**config.mk**
```make
export PLATFORM = sky130hd
export DESIGN_NAME = afe_spi_sequencer
export DESIGN_NICKNAME = d
export VERILOG_FILES = /design/src/rtl/afe_spi_pkg.sv /design/src/rtl/afe_spi_sequencer_rr_arbiter.sv /design/src/rtl/afe_spi_sequencer.sv
export SDC_FILE = /design/constraint.sdc
export NUM_CORES = 1
export LEC_CHECK = 0
export BUFFER_PORTS_ARGS = -buffer_cell sky130_fd_sc_hd__buf_2
export CAP_MARGIN = 10
export CORE_ASPECT_RATIO = 1.4
export CORE_MARGIN = 2
export CORE_UTILIZATION = 57
export CTS_CLUSTER_SIZE = 25
export DETAILED_ROUTE_END_ITERATION = 12
export PLACE_DENSITY_LB_ADDON = 0.12
export SLEW_MARGIN = 20
export SYNTH_ARGS = -nofsm -noshare
export SYNTH_HDL_FRONTEND = slang
export SYNTH_HIERARCHICAL = 1
export SYNTH_SLANG_ARGS = --single-unit
```
**constraint.sdc**
```tcl
create_clock -name sysClk -period 5.4 [get_ports sysClk]
set_input_delay 1.08 -clock sysClk [delete_from_list [all_inputs] [get_ports sysClk]]
set_output_delay 1.08 -clock sysClk [all_outputs]
set_load 0.05 [all_outputs]
```
**src/rtl/afe_spi_pkg.sv**
```systemverilog
// Shared definitions for the AFE SPI sequencer and its round-robin arbiter.
//   seq_state_t    : serializer state encoding
//   clog2()        : ceiling log2 for sizing counters and pointers
//   *_MIN / *_MAX  : legal ranges for DATA_WIDTH and CLK_DIV
package afe_spi_pkg;

  typedef enum logic [2:0] {
    ST_IDLE  = 3'd0,
    ST_LOW   = 3'd1,
    ST_HIGH  = 3'd2,
    ST_HOLD  = 3'd3,
    ST_LATCH = 3'd4,
    ST_GAP   = 3'd5
  } seq_state_t;

  localparam int DATA_WIDTH_MIN = 8;
  localparam int DATA_WIDTH_MAX = 32;
  localparam int CLK_DIV_MIN    = 1;

  // Ceiling log2; clog2(1) is 0, so callers sizing a vector clamp to 1.
  function automatic int clog2(input int value);
    int result;
    result = 0;
    while ((1 << result) < value) begin
      result = result + 1;
    end
    return result;
  endfunction

endpackage

```
**src/rtl/afe_spi_sequencer_rr_arbiter.sv**
```systemverilog
// Round-robin arbiter for any shared resource.
//   clk     : clock
//   srst    : synchronous active-high reset (requester 0 gets top priority)
//   req     : request vector
//   advance : grant was taken this cycle; move priority past the winner
//   grant   : one-hot grant, combinational from req and the pointer
module rr_arbiter
  import afe_spi_pkg::*;
#(
  parameter int NREQ = 2
) (
  input  logic            clk,
  input  logic            srst,
  input  logic [NREQ-1:0] req,
  input  logic            advance,
  output logic [NREQ-1:0] grant
);

  localparam int PTR_W = (clog2(NREQ) < 1) ? 1 : clog2(NREQ);

  // ptr_reg holds the index that currently has highest priority.
  logic [PTR_W-1:0] ptr_reg;
  logic [PTR_W-1:0] ptr_next;

  always_comb begin
    int   idx;
    logic found;
    idx      = 0;
    found    = 1'b0;
    grant    = '0;
    ptr_next = ptr_reg;
    // Walk from the pointer with wrap-around; first requester wins.
    for (int k = 0; k < NREQ; k++) begin
      idx = int'(ptr_reg) + k;
      if (idx >= NREQ) begin
        idx = idx - NREQ;
      end
      if (!found && req[idx]) begin
        found      = 1'b1;
        grant[idx] = 1'b1;
        ptr_next   = (idx + 1 >= NREQ) ? '0 : PTR_W'(idx + 1);
      end
    end
    // A request withdrawn before being taken leaves priority untouched.
    if (!advance) begin
      ptr_next = ptr_reg;
    end
  end

  always_ff @(posedge clk) begin
    if (srst) begin
      ptr_reg <= '0;
    end else begin
      ptr_reg <= ptr_next;
    end
  end

endmodule

```
**src/rtl/afe_spi_sequencer.sv**
```systemverilog
// Arbitrates write requests onto the AFE attenuator/switch SPI chains and
// serializes each word MSB-first, then pulses the chain's latch enable.
//   sysClk/sysReset : clock, synchronous active-high reset
//   reqValid/Ready  : per-requester handshake; reqReady is a one-hot grant
//   reqData/reqSel  : per-requester word and target chain (slice i)
//   reqDone         : one-cycle strobe back to the finished requester
//   busy            : transaction in progress
//   selError        : sticky, an accepted request targeted a missing chain
//   spiClk/Sdi/Le   : per-chain SPI pins, only the selected chain moves
module afe_spi_sequencer
  import afe_spi_pkg::*;
#(
  parameter int NREQ       = 2,
  parameter int NSPI       = 2,
  parameter int SEL_WIDTH  = 1,
  parameter int DATA_WIDTH = 24,
  parameter int CLK_DIV    = 10
) (
  input  logic                         sysClk,
  input  logic                         sysReset,
  input  logic [NREQ-1:0]              reqValid,
  output logic [NREQ-1:0]              reqReady,
  input  logic [NREQ*DATA_WIDTH-1:0]   reqData,
  input  logic [NREQ*SEL_WIDTH-1:0]    reqSel,
  output logic [NREQ-1:0]              reqDone,
  output logic                         busy,
  output logic                         selError,
  output logic [NSPI-1:0]              spiClk,
  output logic [NSPI-1:0]              spiSdi,
  output logic [NSPI-1:0]              spiLe
);

  localparam int CD    = (CLK_DIV < CLK_DIV_MIN) ? CLK_DIV_MIN : CLK_DIV;
  localparam int CNT_W = (clog2(CD) < 1) ? 1 : clog2(CD);
  localparam int BIT_W = (clog2(DATA_WIDTH) < 1) ? 1 : clog2(DATA_WIDTH);
  localparam logic [CNT_W-1:0] CNT_LAST = CNT_W'(CD - 1);
  localparam logic [BIT_W-1:0] BIT_LAST = BIT_W'(DATA_WIDTH - 1);

  seq_state_t            state_reg, state_next;
  logic [CNT_W-1:0]      cnt_reg, cnt_next;
  logic [BIT_W-1:0]      bit_reg, bit_next;
  logic [DATA_WIDTH-1:0] shift_reg, shift_next;
  logic [SEL_WIDTH-1:0]  sel_reg, sel_next;
  logic [NREQ-1:0]       owner_reg, owner_next;
  logic [NREQ-1:0]       done_reg, done_next;
  logic                  busy_reg, busy_next;
  logic                  sel_error_reg, sel_error_next;
  logic [NSPI-1:0]       spi_clk_reg, spi_clk_next;
  logic [NSPI-1:0]       spi_sdi_reg, spi_sdi_next;
  logic [NSPI-1:0]       spi_le_reg, spi_le_next;

  logic [NREQ-1:0]       grant;
  logic                  accept;
  logic [DATA_WIDTH-1:0] data_in;
  logic [SEL_WIDTH-1:0]  sel_in;

  rr_arbiter #(
    .NREQ(NREQ)
  ) u_arbiter (
    .clk     (sysClk),
    .srst    (sysReset),
    .req     (reqValid),
    .advance (accept),
    .grant   (grant)
  );

  // Ready is the only combinational output: a grant is offered in IDLE only.
  assign reqReady = (state_reg == ST_IDLE && !sysReset) ? grant : '0;
  assign accept   = |(reqValid & reqReady);

  always_comb begin
    data_in = '0;
    sel_in  = '0;
    for (int i = 0; i < NREQ; i++) begin
      if (grant[i]) begin
        data_in = reqData[i*DATA_WIDTH +: DATA_WIDTH];
        sel_in  = reqSel[i*SEL_WIDTH +: SEL_WIDTH];
      end
    end
  end

  always_comb begin
    state_next     = state_reg;
    cnt_next       = cnt_reg;
    bit_next       = bit_reg;
    shift_next     = shift_reg;
    sel_next       = sel_reg;
    owner_next     = owner_reg;
    sel_error_next = sel_error_reg;

    if (state_reg == ST_IDLE) begin
      if (accept) begin
        state_next     = ST_LOW;
        cnt_next       = '0;
        bit_next       = '0;
        shift_next     = data_in;
        sel_next       = sel_in;
        owner_next     = reqReady;
        sel_error_next = sel_error_reg | (32'(sel_in) >= 32'(NSPI));
      end
    end else if (cnt_reg != CNT_LAST) begin
      cnt_next = cnt_reg + 1'b1;
    end else begin
      cnt_next = '0;
      case (state_reg)
        ST_LOW:  state_next = ST_HIGH;
        ST_HIGH: begin
          if (bit_reg == BIT_LAST) begin
            state_next = ST_HOLD;
          end else begin
            state_next = ST_LOW;
            bit_next   = bit_reg + 1'b1;
            shift_next = {shift_reg[DATA_WIDTH-2:0], 1'b0};
          end
        end
        ST_HOLD:  state_next = ST_LATCH;
        ST_LATCH: state_next = ST_GAP;
        ST_GAP:   state_next = ST_IDLE;
        default:  state_next = ST_IDLE;
      endcase
    end

    // Outputs are decoded from the next state so they register in step with it.
    busy_next = (state_next != ST_IDLE);
    done_next = (state_next == ST_GAP && cnt_next == CNT_LAST) ? owner_next : '0;
  end

  // An out-of-range select matches no chain, so the sequence runs silently.
  genvar gi;
  generate
    for (gi = 0; gi < NSPI; gi++) begin : g_chain
      logic hit;
      assign hit              = (sel_next == SEL_WIDTH'(gi));
      assign spi_clk_next[gi] = hit && (state_next == ST_HIGH);
      assign spi_sdi_next[gi] = hit && (state_next == ST_LOW || state_next == ST_HIGH)
                                && shift_next[DATA_WIDTH-1];
      assign spi_le_next[gi]  = hit && (state_next == ST_LATCH);
    end
  endgenerate

  always_ff @(posedge sysClk) begin
    if (sysReset) begin
      state_reg     <= ST_IDLE;
      cnt_reg       <= '0;
      bit_reg       <= '0;
      shift_reg     <= '0;
      sel_reg       <= '0;
      owner_reg     <= '0;
      done_reg      <= '0;
      busy_reg      <= 1'b0;
      sel_error_reg <= 1'b0;
      spi_clk_reg   <= '0;
      spi_sdi_reg   <= '0;
      spi_le_reg    <= '0;
    end else begin
      state_reg     <= state_next;
      cnt_reg       <= cnt_next;
      bit_reg       <= bit_next;
      shift_reg     <= shift_next;
      sel_reg       <= sel_next;
      owner_reg     <= owner_next;
      done_reg      <= done_next;
      busy_reg      <= busy_next;
      sel_error_reg <= sel_error_next;
      spi_clk_reg   <= spi_clk_next;
      spi_sdi_reg   <= spi_sdi_next;
      spi_le_reg    <= spi_le_next;
    end
  end

  assign reqDone  = done_reg;
  assign busy     = busy_reg;
  assign selError = sel_error_reg;
  assign spiClk   = spi_clk_reg;
  assign spiSdi   = spi_sdi_reg;
  assign spiLe    = spi_le_reg;

endmodule

```
==> metrics.txt <==
Initial DRC Count 125; Tightest Hold Check Type register to register; setup TNS 0 ps; status finished clean; maximum vdd drop 0.000177 V; Layout area overhead 12.4%; hold-fix buffer count after cts 0; Synth Register Bits 49; Final WS setup 1920 ps; Placer Congestion around 0.75; Cells after Synth 282; via count 2272; number of global-route vias before repair just over 2000; remaining global-route overflow 0; post-CTS resize count 0; Distinct cells, synth between 50 and 60; WP buf/inv 2; number of synthesized flops with an enable pin 0; leakage 1.11 nW; Residual DRC 0; CTS Buf Count 5; unrepaired setup endpoints after global routing no; DRT Wirelength 5.59 mm; final setup vio count 0; # diodes 0; slowest stage cell, crit path nor4_2; hpwl dp roughly 3.8 mm; drt pass-1 iters 4; Clock Latency Late Sink 300 ps; top_reg_cell synth dfxtp_1; CP Launch Type primary input; Worst R2R End spiSdi[1]; Required @ worst endpoint 4320 ps; antenna violations before repair 0; CTS tree built; WL per Instance 14.5 µm; remaining antenna violation count 0; chip width slightly above 60 µm; # fillers 388; postcts setup bufs 0; asr flop ratio synth 0%; CORE AREA between 0.004 and 0.005 mm²; worst-path maximum fanout 43; max FFs per register 24; pre-CTS setup slack ~1700 ps; skew final 3.80 ps; synthesized area 0.00256 mm²; worst reg2reg path depth 5; commonest non-fill, non-tap cell in the layout buf_2; PD cells 246 mW/mm²; Slew headroom about a third; Synthesized Nets 337; clock sink count 49; most frequent cells in the layout buf_2, dfxtp_1, a21oi_1; Hold Path End shift_reg[8]; hold path startpoint shift_reg[8]; syn_area_per_cell between 9 and 10 µm²; worst path cell trace buf_2, nor4_2, and2_1, buf_2; CP endpoint kind output pin; IO buf count 64; I/O pin total 66; GRT Util Overall between 20 and 25%; Max-Cap Viols 0; share of layout cells above drive strength 1 27.3%; CP Class primary input to output pin; Initial Utilization 60.0%; root buffer cell clkbuf_8; CP max stage delay roughly 500 ps; CP arrival ~2400 ps; CP dominant cell by count buf_2; fin util 67.4%; die extent in y 83.3 µm; part of the cycle the worst path needs 64.5%; Total Die Area 0.00506 mm²; worst-margin pin slew 1010 ps; Fin. Hold Viols 0; vias per cell 5.89; Final Slew Violations 0; clk slew on worst S/H paths 80 ps; htree depth 2; Min Hold Slack 466 ps; row count 28; Final nets 381; flop-to-flop setup slack 2660 ps; pin count of the biggest net entering global routing 57; register area share after synthesis a little under two fifths; first-pass GRT wire length 9.06 mm; fin crit period between 3000 and 4000 ps; worst r2r src u_arbiter/ptr_reg; Min-Delay Path Depth 2; Max Freq 0.287 GHz; clock buffer depth 2; Syn. warnings 6; crit-path leading delay family simple AND/OR/NAND/NOR gates
area by class of cell:
cell class	instances	area [µm²]	share of cell area [%]
clock buffers	7	86.3	3.00
inverters	5	18.8	0.652
multi-input cells	200	1390	48.3
flip-flops and latches	49	981	34.1
well taps	60	75.1	2.61
repair buffers	65	328	11.4
tightest hold or removal path, stage by stage (launching register included):
cell and delay (ps):
dfxtp_1 320, nand3_1 60, a21oi_1 50
logic make-up after synthesis:
family | after synthesis | share of synthesized area [%]
other cells | 1 | 0.146
fa+ha+maj | 1 | 0.488
simple gates | 77 | 17.8
xor+xnor | 1 | 0.342
compound gates | 117 | 33.9
mux | 3 | 1.17
flops | 49 | 38.3
buf+inv | 33 | 7.81
cells in the mapped netlist, types with 2 or more instances:
cell type	number	area [µm²]
dfxtp_1	49	981
a21oi_1	37	185
nand3_1	30	150
a22oi_1	25	188
a2bb2oi_1	23	201
nor2_1	11	41.3
clkbuf_1	10	37.5
buf_2	7	35.0
buf_6	7	78.8
a211oi_1	5	37.5
inv_1	5	18.8
nand2_1	5	18.8
o21ai_0	5	25.0
and2_1	4	25.0
buf_4	4	30.0
nand2b_1	4	25.0
nor2b_1	4	25.0
mux2i_1	3	30.0
nand3b_1	3	22.5
o21bai_1	3	22.5
or3_1	3	18.8
a2111o_1	2	22.5
a21boi_0	2	15.0
o31a_1	2	17.5
worst max-delay path by stage:
stage	endpoint	cells after the start	slack [ps]	from
after floorplan	reqReady[1]	4	2030	reqValid[1]
after global placement	spiSdi[1]	6	1770	reqValid[0]
after detailed placement	spiSdi[1]	6	1700	reqValid[0]
after CTS	reqReady[1]	4	1930	sysReset
after global routing	spiSdi[1]	6	1800	reqValid[0]
final	reqReady[1]	4	1920	sysReset
power by group:
group          total, mW  internal [mW]  switching [mW]
clock              0.218          0.102           0.116
sequential         0.378          0.371         0.00772
combinational      0.111         0.0515          0.0599
per-stage QoR:
stage | power, mW | instance area [µm²] | instances
global placement | 0.497 | 2790 | 379
global route | 0.735 | 2880 | 386
CTS | 0.711 | 2880 | 386
detailed placement | 0.498 | 2790 | 379
floorplan | 0.466 | 2560 | 282
finish | 0.708 | 2880 | 386
routing by layer:
metal | global-route usage (%) | share of wire, %
met5 | 0 | 0
met4 | 5.53 | 1.1
met1 | 27.5 | 43
met3 | 4.98 | 4.2
met2 | 39.5 | 52
Power figures use the tool's default switching activity.
